<file path="src/rtl/cmp_minmax_pkg.sv">
// Shared types and defaults for the frame min/max tracker.
// Holds the FSM state encoding and the default WIDTH / FRAME_LEN.
package cmp_minmax_pkg;

  localparam int DEF_WIDTH     = 8;
  localparam int DEF_FRAME_LEN = 16;

  typedef enum logic [1:0] {
    ACCEPT  = 2'd0,
    CMP_MAX = 2'd1,
    CMP_MIN = 2'd2,
    DONE    = 2'd3
  } state_t;

endpackage

</file>
<file path="src/rtl/cmp_minmax_seq_if.sv">
// Sample stream in, {max,min} result out, as one handshake bundle.
// master: producer/consumer side; slave: the tracker. MINMAX_IDX_EN adds idx.
interface cmp_minmax_seq_if
  import cmp_minmax_pkg::*;
#(
  parameter int WIDTH     = DEF_WIDTH,
  parameter int FRAME_LEN = DEF_FRAME_LEN
);
  localparam int IW = $clog2(FRAME_LEN);

  logic             in_valid;
  logic             in_ready;
  logic [WIDTH-1:0] in_data;
  logic             out_valid;
  logic             out_ready;
  logic [WIDTH-1:0] out_max;
  logic [WIDTH-1:0] out_min;
`ifdef MINMAX_IDX_EN
  logic [IW-1:0]    out_max_idx;
  logic [IW-1:0]    out_min_idx;

  modport master (
    output in_valid, in_data, out_ready,
    input  in_ready, out_valid,
    input  out_max, out_min,
    input  out_max_idx, out_min_idx
  );

  modport slave (
    input  in_valid, in_data, out_ready,
    output in_ready, out_valid,
    output out_max, out_min,
    output out_max_idx, out_min_idx
  );
`else
  modport master (
    output in_valid, in_data, out_ready,
    input  in_ready, out_valid,
    input  out_max, out_min
  );

  modport slave (
    input  in_valid, in_data, out_ready,
    output in_ready, out_valid,
    output out_max, out_min
  );
`endif

endinterface

</file>
<file path="src/rtl/cmp_minmax_seq_ge.sv">
// Unsigned a >= b comparator, shared by the max and min tests.
// Ports: a, b (WIDTH) in; ge out.
module ge_comparator #(
  parameter int WIDTH = 8
) (
  input  logic [WIDTH-1:0] a,
  input  logic [WIDTH-1:0] b,
  output logic             ge
);

  assign ge = (a >= b);

endmodule

</file>
<file path="src/rtl/cmp_minmax_seq.sv">
// Frame running max/min tracker, one shared comparator, 3 cycles/sample.
// Ports: clk, rst_n, flush, bus (slave). Macro MINMAX_IDX_EN adds indices.
module cmp_minmax_seq
  import cmp_minmax_pkg::*;
#(
  parameter int WIDTH     = DEF_WIDTH,
  parameter int FRAME_LEN = DEF_FRAME_LEN
) (
  input  logic             clk,
  input  logic             rst_n,
  input  logic             flush,
  cmp_minmax_seq_if.slave  bus
);

  localparam int CW = $clog2(FRAME_LEN);

  state_t           state;
  logic [CW-1:0]    count;
  logic [WIDTH-1:0] sample_q;
  logic [WIDTH-1:0] max_q;
  logic [WIDTH-1:0] min_q;
  logic             in_ready_q;
  logic             out_valid_q;
`ifdef MINMAX_IDX_EN
  logic [CW-1:0]    max_idx;
  logic [CW-1:0]    min_idx;
`endif

  logic [WIDTH-1:0] cmp_a;
  logic [WIDTH-1:0] cmp_b;
  logic             ge;
  logic             first;
  logic             last;

  // max test: sample >= max; min test: min >= sample.
  // Both are ">=", so ties move the index to the latest sample.
  always_comb begin
    cmp_a = sample_q;
    cmp_b = max_q;
    unique case (1'b1)
      (state == CMP_MIN): begin
        cmp_a = min_q;
        cmp_b = sample_q;
      end
      default: ;
    endcase
  end

  ge_comparator #(
    .WIDTH (WIDTH)
  ) u_ge (
    .a  (cmp_a),
    .b  (cmp_b),
    .ge (ge)
  );

  assign first = (count == '0);
  assign last  = (count == CW'(FRAME_LEN - 1));

  always_ff @(posedge clk or negedge rst_n) begin
    if (!rst_n) begin
      state       <= ACCEPT;
      count       <= '0;
      sample_q    <= '0;
      max_q       <= '0;
      min_q       <= '0;
      in_ready_q  <= 1'b1;
      out_valid_q <= 1'b0;
`ifdef MINMAX_IDX_EN
      max_idx     <= '0;
      min_idx     <= '0;
`endif
    end else if (flush) begin
      state       <= ACCEPT;
      count       <= '0;
      in_ready_q  <= 1'b1;
      out_valid_q <= 1'b0;
    end else begin
      unique case (state)
        ACCEPT: begin
          if (bus.in_valid) begin
            sample_q   <= bus.in_data;
            in_ready_q <= 1'b0;
            state      <= CMP_MAX;
          end
        end
        CMP_MAX: begin
          if (first || ge) begin
            max_q   <= sample_q;
`ifdef MINMAX_IDX_EN
            max_idx <= count;
`endif
          end
          state <= CMP_MIN;
        end
        CMP_MIN: begin
          if (first || ge) begin
            min_q   <= sample_q;
`ifdef MINMAX_IDX_EN
            min_idx <= count;
`endif
          end
          if (last) begin
            out_valid_q <= 1'b1;
            state       <= DONE;
          end else begin
            count      <= count + CW'(1);
            in_ready_q <= 1'b1;
            state      <= ACCEPT;
          end
        end
        DONE: begin
          if (bus.out_ready) begin
            count       <= '0;
            out_valid_q <= 1'b0;
            in_ready_q  <= 1'b1;
            state       <= ACCEPT;
          end
        end
      endcase
    end
  end

  assign bus.in_ready  = in_ready_q;
  assign bus.out_valid = out_valid_q;
  assign bus.out_max   = max_q;
  assign bus.out_min   = min_q;
`ifdef MINMAX_IDX_EN
  assign bus.out_max_idx = max_idx;
  assign bus.out_min_idx = min_idx;
`endif

endmodule
</file>
<file path="src/flat_wrapper.sv">
// flat-port wrapper written by rule: the top's interface ports become plain ports
module cmp_minmax_seq_flat import cmp_minmax_pkg::*;
#(
  parameter int WIDTH     = DEF_WIDTH,
  parameter int FRAME_LEN = DEF_FRAME_LEN
)
  (clk, rst_n, flush, bus_in_valid, bus_in_data, bus_out_ready, bus_in_ready, bus_out_valid, bus_out_max, bus_out_min);
  cmp_minmax_seq_if #(.WIDTH(WIDTH), .FRAME_LEN(FRAME_LEN)) bus_i ();
  input  logic clk;
  input  logic rst_n;
  input  logic flush;
  input wire logic [$bits(bus_i.in_valid)-1:0] bus_in_valid;
  input wire logic [$bits(bus_i.in_data)-1:0] bus_in_data;
  input wire logic [$bits(bus_i.out_ready)-1:0] bus_out_ready;
  output wire logic [$bits(bus_i.in_ready)-1:0] bus_in_ready;
  output wire logic [$bits(bus_i.out_valid)-1:0] bus_out_valid;
  output wire logic [$bits(bus_i.out_max)-1:0] bus_out_max;
  output wire logic [$bits(bus_i.out_min)-1:0] bus_out_min;
  assign bus_i.in_valid = bus_in_valid;
  assign bus_i.in_data = bus_in_data;
  assign bus_i.out_ready = bus_out_ready;
  assign bus_in_ready = bus_i.in_ready;
  assign bus_out_valid = bus_i.out_valid;
  assign bus_out_max = bus_i.out_max;
  assign bus_out_min = bus_i.out_min;
  cmp_minmax_seq #(.WIDTH(WIDTH), .FRAME_LEN(FRAME_LEN)) u_core (.clk(clk), .rst_n(rst_n), .flush(flush), .bus(bus_i));
endmodule
</file>
<file path="config.mk">
export PLATFORM = sky130hd
export DESIGN_NAME = cmp_minmax_seq_flat
export DESIGN_NICKNAME = d
export VERILOG_FILES = /design/src/rtl/cmp_minmax_pkg.sv /design/src/rtl/cmp_minmax_seq_if.sv /design/src/rtl/cmp_minmax_seq_ge.sv /design/src/rtl/cmp_minmax_seq.sv /design/src/flat_wrapper.sv
export SDC_FILE = /design/constraint.sdc
export NUM_CORES = 1
export LEC_CHECK = 0
export ABC_AREA = 1
export BUFFER_PORTS_ARGS = -buffer_cell sky130_fd_sc_hd__buf_2
export CORE_MARGIN = 3
export CORE_UTILIZATION = 50
export CTS_BUF_LIST = sky130_fd_sc_hd__clkbuf_8
export DETAILED_ROUTE_END_ITERATION = 10
export PLACE_DENSITY = 0.74
export SETUP_SLACK_MARGIN = 0.02
export SYNTH_ARGS = -nofsm -noshare
export SYNTH_HDL_FRONTEND = slang
export SYNTH_SLANG_ARGS = --single-unit
</file>
<file path="constraint.sdc">
create_clock -name clk -period 4.3 [get_ports clk]
set_input_delay 0.215 -clock clk [delete_from_list [all_inputs] [get_ports clk]]
set_output_delay 0.215 -clock clk [all_outputs]
set_load 0.05 [all_outputs]
</file>
==> metrics.txt <==
Worst Hold Depth=3; GRT busiest layer=met1; met3 usage=roughly 4.6%; share of cells above drive strength 1=between 20% and 30%; setup_tns=0 ps; PortBufs=30; largest net degree at the start of global routing=33; count of final setup violators=0; status=complete, no violations; worst hold start=bus_in_data[5]; RR Startpoint=u_core.state[0]; CP startpoint=u_core.state[0]; RSZ-0062 raised after global routing=no; initial antenna violation count=0; post-DR wirelength/cell=between 10 and 15 µm; Layout area overhead=16.38%; Fin Clk Skew=between 8 and 9 ps; Die Span X=around 65 µm; measured slew at the worst slew-check pin=699.2 ps; Unique masters post-synth=24; CTS max path bufs=2; Final min period=2752 ps; Max Cap Viol=0; total routed wirelength=3602 µm; Net Switching=753.3 µW; Synthesized Nets=between 200 and 250; CP top delay family=simple AND/OR/NAND/NOR gates; Max FO, Critical Path=20; Clock Sinks=32; clock latency on the worst-skew pair=290 ps; largest cells by area after synthesis=dfrtp_1 (44%), nand2_1 (21%), ha_1 (7.1%); Post-synth top cells=nand2_1 (99), dfrtp_1 (31), nand3_1 (19), nor2_1 (11); post-DP HPWL=2741 µm; Antenna diodes=0; Post-synth ARST share=between 90% and 100%; Reg power frac=33.5%; Die Y=~65 µm; gr ovfl total=0; area leader, netlist=dfrtp_1; I/O Pins=31; register area share after synthesis=between 40% and 50%; count leader, synth=nand2_1; Peak VDD IR=317.6 µV; Leak=~0.0012 µW; buffer and inverter count on the worst path=2; DR DRC count=0; Worst-path clk slew=~70 ps; Levels on crit path=13; CP required=around 4500 ps; Layout Utilization=a little under two thirds; GR met1 Demand/Resource=approximately 28%; drt first-iter violations=94; CP arrival=between 2000 and 3000 ps; Avg Cell Area, Syn=roughly 7.9 µm²; clock group share of total power=18.5%; CP Class=flop to flop; grt met2 use=between 20% and 30%; CTS H-tree lvls=2; Max Slew Vio Count=0; cell mode on critical path=nand2_1; GPL Wtd Cong=between 0.8 and 0.9; core area=about 3200 µm²; via count=1,458; Internal=781.6 µW; Total GRT Usage=18.68%; top cell type's share of synthesized area=44.16%; Final period util=between 60% and 70%; EDFF count, synth=0; Critical-path top delay cell=nand2_1; crit path capture type=flop; Sw Share=approximately 49%; die area=around 4300 µm²; worst rel slew slack=between 50 and 60%; Synth Warn #=0; drt pass-1 iters=4; crit-path cells=inv_2 > nand2_1 > inv_1 > nand2_1 > nand2_1 > ha_1 > a21oi_1 > o21ai_1 > nor2_1 > nand2_2 > nand2_2 > nand2_1 > nand2_1; first-pass GRT wire length=about 6100 µm; DR vias/cell=~4.8; Fmax=around 360 MHz; Worst R2R Path Depth=13; CTS tree=yes; row count=20; cells after synthesis=223; antenna-violating nets left=0; setup bufs post-CTS=0; final net count=280; Initial Util=between 50 and 60%; Synth Cell Area=approximately 1800 µm²; root buf cell=clkbuf_8; top_reg_cell synth=dfrtp_1; Synth Register Bits=32; Comb pwr share=48.1%; Worst Hold Class=input pin to flop; PD cells=between 700 and 800 nW/µm²; # fillers=between 300 and 400; vias in the first global route=1,301; Slowest Stage Delay on Critical Path=between 500 and 600 ps; CP Launch Type=flop; final hold vios=0; CTS Buf Count=5
==> final cells by class <==
type                            instances  area, µm²  area share (%)
Multi-Input combinational cell        172      863.3           42.23
Sequential cell                        32      802.0           39.23
Timing Repair Buffer                   31      160.2           7.834
Clock buffer                            5      68.82           3.366
Inverter                               15      56.30           2.754
Tap cell                               44      55.05           2.693
Clock inverter                          3      38.79           1.897
==> stage by stage <==
step / area (µm²) / setup WS (ps) / cells / hold slack [ps] / power [µW]
final: 2044 / 1548 / 302 / 118.9 / 1535
after CTS: 2044 / 1571 / 302 / 117.9 / 1543
after global routing: 2044 / 1242 / 302 / 137.2 / 1653
after floorplan: 1757 / 2216 / 223 / -80.59 / 1094
after detailed placement: 1927 / 1574 / 293 / 307.4 / 1260
after global placement: 1927 / 1641 / 293 / 303.1 / 1244
==> cells by family (layout without fill, tap and decap cells) <==
kind of cell	count (synthesis)	after routing	synth area share, %
buf+inv	19	54	5.200
fa+ha+maj	10	10	7.123
simple gates	138	138	32.62
compound gates	17	17	5.413
flops	32	32	45.66
mux	7	7	3.989
==> layout by cell type, fill, tap and decap left out <==
cell            n
ha_1           10
nor3_1          1
mux2i_1         7
o21ai_1         3
buf_2          30
bufinv_16       1
clkbuf_8        5
nor4_1          1
nand2_2         3
nor2_1         11
dlygate4sd3_1   1
a21oi_2         1
clkinv_2        1
dfstp_2         1
o21ai_2         1
nand3_1        19
o21ai_0         4
inv_1          11
nor2_2          2
a21oi_1         7
inv_2           5
nand2_1        99
o31ai_1         1
nor2_4          1
dfrtp_1        31
nand2_4         1
==> registers in the layout, indices dropped and copies added, names as in the netlist <==
register / cells
u_core.bus.out_max: 8
u_core.bus.out_min: 8
u_core.sample_q: 8
u_core.count: 4
u_core.state: 2
u_core.bus.in_ready: 1
u_core.bus.out_valid: 1
==> worst reg2reg max path: stages (launching register included) <==
cell     delay (ps)
dfrtp_1         370
inv_2            80
nand2_1         520
inv_1           290
nand2_1         120
nand2_1          60
ha_1            300
a21oi_1         150
o21ai_1          80
nor2_1          120
nand2_2         240
nand2_2         220
nand2_1          70
nand2_1          70
==> worst paths after layout <==
check,to,slack [ps]
worst min-delay path,u_core.sample_q[5],120
worst max-delay path,u_core.bus.out_min[3],1550
worst max register to register,u_core.bus.out_min[3],1550
max in group asynchronous,u_core.bus.out_min[5],3340
worst min register to register,u_core.bus.out_valid,480
min in group asynchronous,u_core.count[0],510
==> routing by layer <==
layer	vias to the layer above	routed length [µm]
li1	782	-
met1	630	1964
met2	39	1389
met3	7	190
met4	0	58
met5	-	0
==> timing repair <==
item / in CTS / in global routing
resized for setup: 0 / 0
hold endpoints to repair: 25 / 0
hold buffers: 1 / 0
==> power groups by stage <==
stage / Clock, µW / Sequential, µW / Combinational, µW
final: 283 / 514 / 738
after global routing: 303 / 528 / 822
after CTS: 286 / 513 / 744
after detailed placement: 0 / 517 / 743
after global placement: 0 / 517 / 727
after floorplan: 0 / 756 / 339
(Power assumes the default switching activity.)
